### src/rtl/fetch_issue_pkg.sv
// Shared CPU constants for the fetch/issue front end.
// Latency: n/a (constants, types and a pure helper only).
// Backpressure: n/a.
package fetch_issue_pkg;

    localparam int          INSTR_W          = 32;
    localparam logic [31:0] RESET_PC_DEFAULT = 32'h0000_3000;
    localparam logic [INSTR_W-1:0] NOP       = '0;

    // RUN: no redirect outstanding; REDIR: a target is waiting for the delay slot to issue
    typedef enum logic {
        RUN   = 1'b0,
        REDIR = 1'b1
    } redir_state_t;

    // Word-align an address; instruction fetch never uses the low two bits
    function automatic logic [31:0] align_word(input logic [31:0] a);
        return a & ~32'h0000_0003;
    endfunction

endpackage

### src/rtl/fetch_issue_redirect_latch.sv
// Holds a branch target seen while its delay slot has not yet been fetched.
// Latency: target visible on pend_tgt_o the cycle after set_i.
// Backpressure: caller gates set_i/clr_i; the latch itself never stalls.
module redirect_latch
    import fetch_issue_pkg::*;
(
    input  logic        clk,
    input  logic        rst_n,
    input  logic        set_i,
    input  logic [31:0] tgt_i,
    input  logic        clr_i,
    output logic        pending_o,
    output logic [31:0] pend_tgt_o
);

    redir_state_t state_q, state_d;
    logic [31:0]  pend_tgt_q, pend_tgt_d;

    // State and target registers; reset drops any outstanding redirect
    always_ff @(posedge clk or negedge rst_n) begin
        if (!rst_n) begin
            state_q    <= RUN;
            pend_tgt_q <= '0;
        end else begin
            state_q    <= state_d;
            pend_tgt_q <= pend_tgt_d;
        end
    end

    // Next state: capture the first target only; later ones are ignored until the slot issues
    always_comb begin
        state_d    = state_q;
        pend_tgt_d = pend_tgt_q;
        unique case (state_q)
            RUN: begin
                if (set_i) begin
                    state_d    = REDIR;
                    pend_tgt_d = align_word(tgt_i);
                end
            end
            REDIR: begin
                if (clr_i) begin
                    state_d = RUN;
                end
            end
            default: state_d = RUN;
        endcase
    end

    assign pending_o  = (state_q == REDIR);
    assign pend_tgt_o = pend_tgt_q;

endmodule

### src/rtl/fetch_issue.sv
// Instruction fetch and issue to decode with a single branch delay slot.
// Latency: instruction appears on D_* one cycle after the accepting im_ack.
// Backpressure: stall freezes PC and D; a missing im_ack inserts a bubble.
module fetch_issue
    import fetch_issue_pkg::*;
#(
    parameter logic [31:0] RESET_PC = RESET_PC_DEFAULT
) (
    input  logic               clk,
    input  logic               reset,
    input  logic               stall,
    input  logic               br_taken,
    input  logic [31:0]        br_target,
    output logic               im_req,
    output logic [31:0]        im_addr,
    input  logic               im_ack,
    input  logic [INSTR_W-1:0] im_rdata,
    output logic [INSTR_W-1:0] D_I,
    output logic [31:0]        D_PC,
    output logic               D_valid
);

    logic [31:0]        pc_q, pc_d;
    logic [INSTR_W-1:0] d_i_q, d_i_d;
    logic [31:0]        d_pc_q, d_pc_d;
    logic               d_valid_q, d_valid_d;

    logic               adv;
    logic               miss;
    logic               pending;
    logic [31:0]        pend_tgt;

    // A fetch is requested whenever out of reset and not held by a hazard
    assign im_req  = reset & ~stall;
    assign im_addr = pc_q;
    assign adv     = im_req & im_ack;
    assign miss    = im_req & ~im_ack;

    // A branch seen during a miss must wait: its delay slot has not been fetched yet
    redirect_latch u_redirect_latch (
        .clk        (clk),
        .rst_n      (reset),
        .set_i      (miss & br_taken & ~pending),
        .tgt_i      (br_target),
        .clr_i      (adv),
        .pending_o  (pending),
        .pend_tgt_o (pend_tgt)
    );

    // PC and decode-stage registers
    always_ff @(posedge clk or negedge reset) begin
        if (!reset) begin
            pc_q      <= align_word(RESET_PC);
            d_i_q     <= NOP;
            d_pc_q    <= '0;
            d_valid_q <= 1'b0;
        end else begin
            pc_q      <= pc_d;
            d_i_q     <= d_i_d;
            d_pc_q    <= d_pc_d;
            d_valid_q <= d_valid_d;
        end
    end

    // Issue on accept, bubble on miss, hold everything on stall
    always_comb begin
        pc_d      = pc_q;
        d_i_d     = d_i_q;
        d_pc_d    = d_pc_q;
        d_valid_d = d_valid_q;
        if (adv) begin
            d_i_d     = im_rdata;
            d_pc_d    = pc_q;
            d_valid_d = 1'b1;
            if (pending) begin
                pc_d = pend_tgt;
            end else if (br_taken) begin
                pc_d = align_word(br_target);
            end else begin
                pc_d = pc_q + 32'd4;
            end
        end else if (miss) begin
            d_i_d     = NOP;
            d_pc_d    = '0;
            d_valid_d = 1'b0;
        end
    end

    assign D_I     = d_i_q;
    assign D_PC    = d_pc_q;
    assign D_valid = d_valid_q;

endmodule

### config.mk
export PLATFORM = sky130hd
export DESIGN_NAME = fetch_issue
export DESIGN_NICKNAME = d
export VERILOG_FILES = /design/src/rtl/fetch_issue_pkg.sv /design/src/rtl/fetch_issue_redirect_latch.sv /design/src/rtl/fetch_issue.sv
export SDC_FILE = /design/constraint.sdc
export NUM_CORES = 1
export LEC_CHECK = 0
export ABC_AREA = 0
export CAP_MARGIN = 20
export CORE_ASPECT_RATIO = 1.2
export CORE_MARGIN = 8
export CORE_UTILIZATION = 44
export CTS_CLUSTER_DIAMETER = 40
export DETAILED_ROUTE_END_ITERATION = 16
export HOLD_SLACK_MARGIN = 0.05
export PLACE_DENSITY = 0.77
export SYNTH_ARGS = -nofsm -noshare
export SYNTH_HDL_FRONTEND = slang
export SYNTH_HIERARCHICAL = 1
export SYNTH_SLANG_ARGS = --single-unit
### constraint.sdc
create_clock -name clk -period 2.1 [get_ports clk]
set_input_delay 0.315 -clock clk [delete_from_list [all_inputs] [get_ports clk]]
set_output_delay 0.315 -clock clk [all_outputs]
set_load 0.03 [all_outputs]
# Yosys cells after proc, flatten, opt, wreduce, memory -nomap -nowiden
# Index checks and enable logic that the tools add are counted.
# Widths: inputs -> output; s select.
# totals
register_bits	128
elab_cells	27
# classes
addsub	1
muxes	10
bitwise	8
reduce_logical	2
# op_table
cell	n
$mux 32	5
$add 32x3->32 const B	1
$and 1x1->1	5
$mux 1	4
$not 1->1	3
$pmux 1 s2	1
$reduce_and 2->1	1
$reduce_bool 2->1	1

# Logic depth before layout (Yosys ltp)
# logic_depth
word_depth	7
depth_mapped	9

# By module
# Netlist, hierarchy kept.
# modules_own_cells
mod	instances	cells_per_inst	area_per_inst_um2	seq_area_each_um2
fetch_issue	1	559	4749.6	2429.8
redirect_latch	1	70	1312.5	775.7

# Least setup slack after synthesis
# No wires, ideal clock.
# synth_timing
kind	register to register
startpoint	register pc_q[10], in the netlist im_addr[10]
endpoint	register pc_q[22], in the netlist im_addr[22]
setup_ns	0.123
t_arrival_ns	2.342
slack_ns	-0.365
stages_incl_launch_ff	8
period_less_slack_ns	2.465
path_cell_list	dfrtp_1 buf_2 nand4_4 or4_1 clkbuf_2 or4_4 a221oi_2 nor2_1
# synth_between
elab_chain_len	3
# synth_rtl
element	line	text
from (decl)	fetch_issue.sv:23	logic [31:0] pc_q, pc_d;
from (signal assigned)	fetch_issue.sv:53	pc_q <= align_word(RESET_PC);
from (signal assigned)	fetch_issue.sv:58	pc_q <= pc_d;
$add 32x3->32	fetch_issue.sv:80	pc_d = pc_q + 32'd4;
$mux 32	fetch_issue.sv:77	end else if (br_taken) begin
$mux 32	fetch_issue.sv:75	if (pending) begin
# No other way between the ends.
# A chain may end at the register's enable or synchronous reset.

# Worst setup path after layout
# layout_timing
startpoint	register pc_q[12], in the netlist im_addr[12]
endpoint	register pc_q[22], in the netlist im_addr[22]
# The elaborated chain is that of the path after synthesis.

==> results.md <==
- Die Width: 123 microns
- Overflow left after global routing: 0
- Min cycle time layout: 2.09 ns
- CTS tree: yes
- Clock network power share: 0.244
- Crit start category: register
- R2R cell count: 5
- Ant. Diodes: 0
- Latest clock arrival within the worst-skew pair: 0.41 ns
- Area of the core: 13600 sq um
- Initial antenna violation count: 0
- Setup crit end kind: register
- Drt first-iter violations: 594
- Register area share after synthesis: 0.529
- Unique masters post-synth: 53
- Clock sink count: 128
- Global-route wire length before repair: 31.1 mm
- R2R Path Start: im_addr[12]
- Synthesized area per cell: 9.64 sq um
- Max incr delay on CP: 0.56 ns
- Largest net degree at the start of global routing: 129
- Cells after synthesis: 629
- Status: completed
- Crit-path max FO: 6
- Via Count: 5748
- Crit. Startpoint: im_addr[12]
- Worst reg2reg endpoint: im_addr[22]
- Crit path required time: 2.39 ns
- DR pass1 iterations: 5
- Crit-path cells: nand4_4 -> or4_4 -> or4_4 -> a221oi_4 -> nor2_1
- Vias in the first global route: 5680
- # H-tree levels: 4
- CTS max path bufs: 2
- GRT met1 Usage: 0.286
- Register clock-pin slew on the reported worst setup and hold paths: 0.06 ns
- Post-DRT Antenna Nets: 0
- Final instance area: 8890 sq um
- CTS buffer count: 17
- Power per cell area: 1380 nW/um^2
- All-Layer GR Usage: 0.225
- Static Leakage: 3.96 nW
- Gpl congestion: 0.967
- Clock Skews: 0.00887 ns
- Busiest grt layer: met2
- Synth Flop Type: dfrtp_1
- Sequential Power Share: 0.324
- Switching power: 4.73 mW
- Critical path type: register to register
- Maximum clock frequency: 479 MHz
- DP Wirelength: 14.3 mm
- Cell Int Power: 7.56 mW
- Min-delay worst type: input pin to asynchronous set/reset pin
- Wire per inst: 19.8 microns
- Fin cells: 1007
- Ports: 167
- Final setup viols: 0
- Rows: 47
- Layout Nets: 893
- Gate power share: 0.432
- RSZ-0062 raised after global routing: yes
- Die Y: 145 microns
- PortBufs: 164
- Cells after DPL: 975
- Hold Fails Final Rpt: 0
- Post-synth EDFFs: 0
- VDD IR max: 0.711 mV
- Synthesis warning total: 6
- Synth async-reset ratio: 1.00
- Initial Utilization: 0.444
- Met2 usage: 0.362
- DR vias/cell: 5.71
- Final period utilization: 0.995
- Layout cells sized above 1: 0.190
- Syn Std Cell Area: 6060 sq um
- Worst-Margin Slew: 0.675 ns
- Fin. max-slew vios: 0
- Syn-to-layout area delta: 46.6%
- Final WL: 19.9 mm
- Max-cap viol count: 0
- Met3 Use GR: 0.0449
- CP max stage cell: dfstp_2
- FF+latch count, synth: 128
- CP most frequent cell: or4_4
- Drc violations: 0
- Die area: 17800 sq um
- Relative slew slack: 0.550
- DP Area: 8230 sq um
- Setup TNS: 0 ns
- Sw frac: 0.385
- CP arrival: 2.38 ns
- Flop-to-flop setup slack: 0.01 ns
- Root Buffer: clkbuf_16
[sequential cells by signal (all words and copies together) (netlist names)]
| register | count |
|---|---|
| im_addr | 32 |
| u_redirect_latch/pend_tgt_o | 30 |
| D_valid | 1 |
| u_redirect_latch/pending_o | 1 |
| D_PC | 32 |
| D_I | 32 |
[power by group through the flow]
stage | Combinational, mW | Clock [mW] | Sequential (mW)
global placement | 5.21 | 0 | 3.95
floorplan | 1.77 | 0 | 5.02
CTS | 5.29 | 3.04 | 3.96
finish | 5.32 | 3.00 | 3.98
detailed placement | 5.27 | 0 | 3.99
global route | 5.64 | 3.16 | 4.08
[per-stage QoR]
step	setup WS, ns	total power [mW]	utilization	hold WS [ns]
global route	-0.0382	12.9	0.652	0.0958
global placement	-0.0812	9.15	0.604	0.449
CTS	0.0108	12.3	0.648	0.0844
floorplan	-0.0599	6.79	-	0.0194
detailed placement	-0.0997	9.25	0.604	0.455
finish	0.0113	12.3	0.652	0.0463
[worst max-delay path by stage]
stage                                     end  slack [ns]  depth (start not counted)
2_1_floorplan                     im_addr[22]       -0.06                          6
3_5_place_dp   u_redirect_latch/pend_tgt_o[4]        -0.1                          6
6_report                          im_addr[22]        0.01                          5
3_3_place_gp                      im_addr[22]       -0.08                          5
5_1_grt                           im_addr[22]       -0.04                          5
4_1_cts                           im_addr[22]        0.01                          5
[layer usage]
layer  wire [microns]  part of all wire
met1             8110              0.41
met4              552             0.028
met2             9690              0.49
met5                0                 0
met3             1580             0.079
[cell usage after synthesis (5+ instances only)]
cell type | count | area share
a21oi_1 | 54 | 0.045
buf_1 | 9 | 0.0056
clkbuf_1 | 33 | 0.020
dfrtp_1 | 126 | 0.52
inv_1 | 5 | 0.0031
mux2_4 | 30 | 0.074
nand2_1 | 148 | 0.092
nand3_1 | 72 | 0.059
nand4_1 | 6 | 0.0062
nor2_1 | 20 | 0.012
nor3_1 | 7 | 0.0058
nor4_1 | 5 | 0.0052
o211ai_1 | 6 | 0.0074
o21ai_0 | 18 | 0.015
o22a_1 | 5 | 0.0072
o22ai_1 | 8 | 0.0083
or3_1 | 6 | 0.0062
[cells in the final DEF (no fill, tap or decap), drive strengths merged, types with 3 or more instances in the layout]
cell type      instances
buf                   63
or2                    3
o221ai                 4
clkdlybuf4s50        159
o22a                   5
o22ai                  8
nand3                 72
a21oi                 54
o21a                   4
nand4                  7
mux2                  30
clkinv                 6
nand2                148
clkbuf                21
a2bb2oi                3
nor4                   5
nand2b                 4
o31ai                  4
nor2                  20
clkinvlp               3
or3                    6
o21ai                 18
inv                    7
a22o                   3
nor3                   7
dfrtp                126
a311oi                 3
or4                    5
o211ai                 6
a41oi                  3
[worst max-delay path: cells and delay by family (launching register included)]
kind	cells	cell delay [ns]
and+or+nand+nor	4	1.12
DFF	1	0.56
AOI/OAI and AO/OA	1	0.28
[repair_timing]
| item | CTS | global route |
|---|---|---|
| setup endpoints to repair | 3 | 6 |
| resized for setup | 3 | 10 |
| buffers inserted | 0 | 0 |
| hold buffers | 0 | 0 |
| pin swaps | 0 | 1 |
[cell type report]
type | count | area (sq um)
clock buffers | 21 | 480
clock inverters | 11 | 128
fillers | 1087 | 4750
inverters | 7 | 26.3
multi-input cells | 445 | 2670
flip-flops and latches | 128 | 3220
well taps | 171 | 214
repair buffers | 224 | 2150
[logic make-up after synthesis]
logic type | after synthesis | synth area share
muxes | 31 | 0.0760
and+or+nand+nor | 281 | 0.211
adders and majority gates | 1 | 0.00206
buffers and inverters | 57 | 0.0427
AOI/OAI and AO/OA | 130 | 0.139
other | 1 | 0.000619
DFF | 128 | 0.529
(Power assumes the default switching activity.)
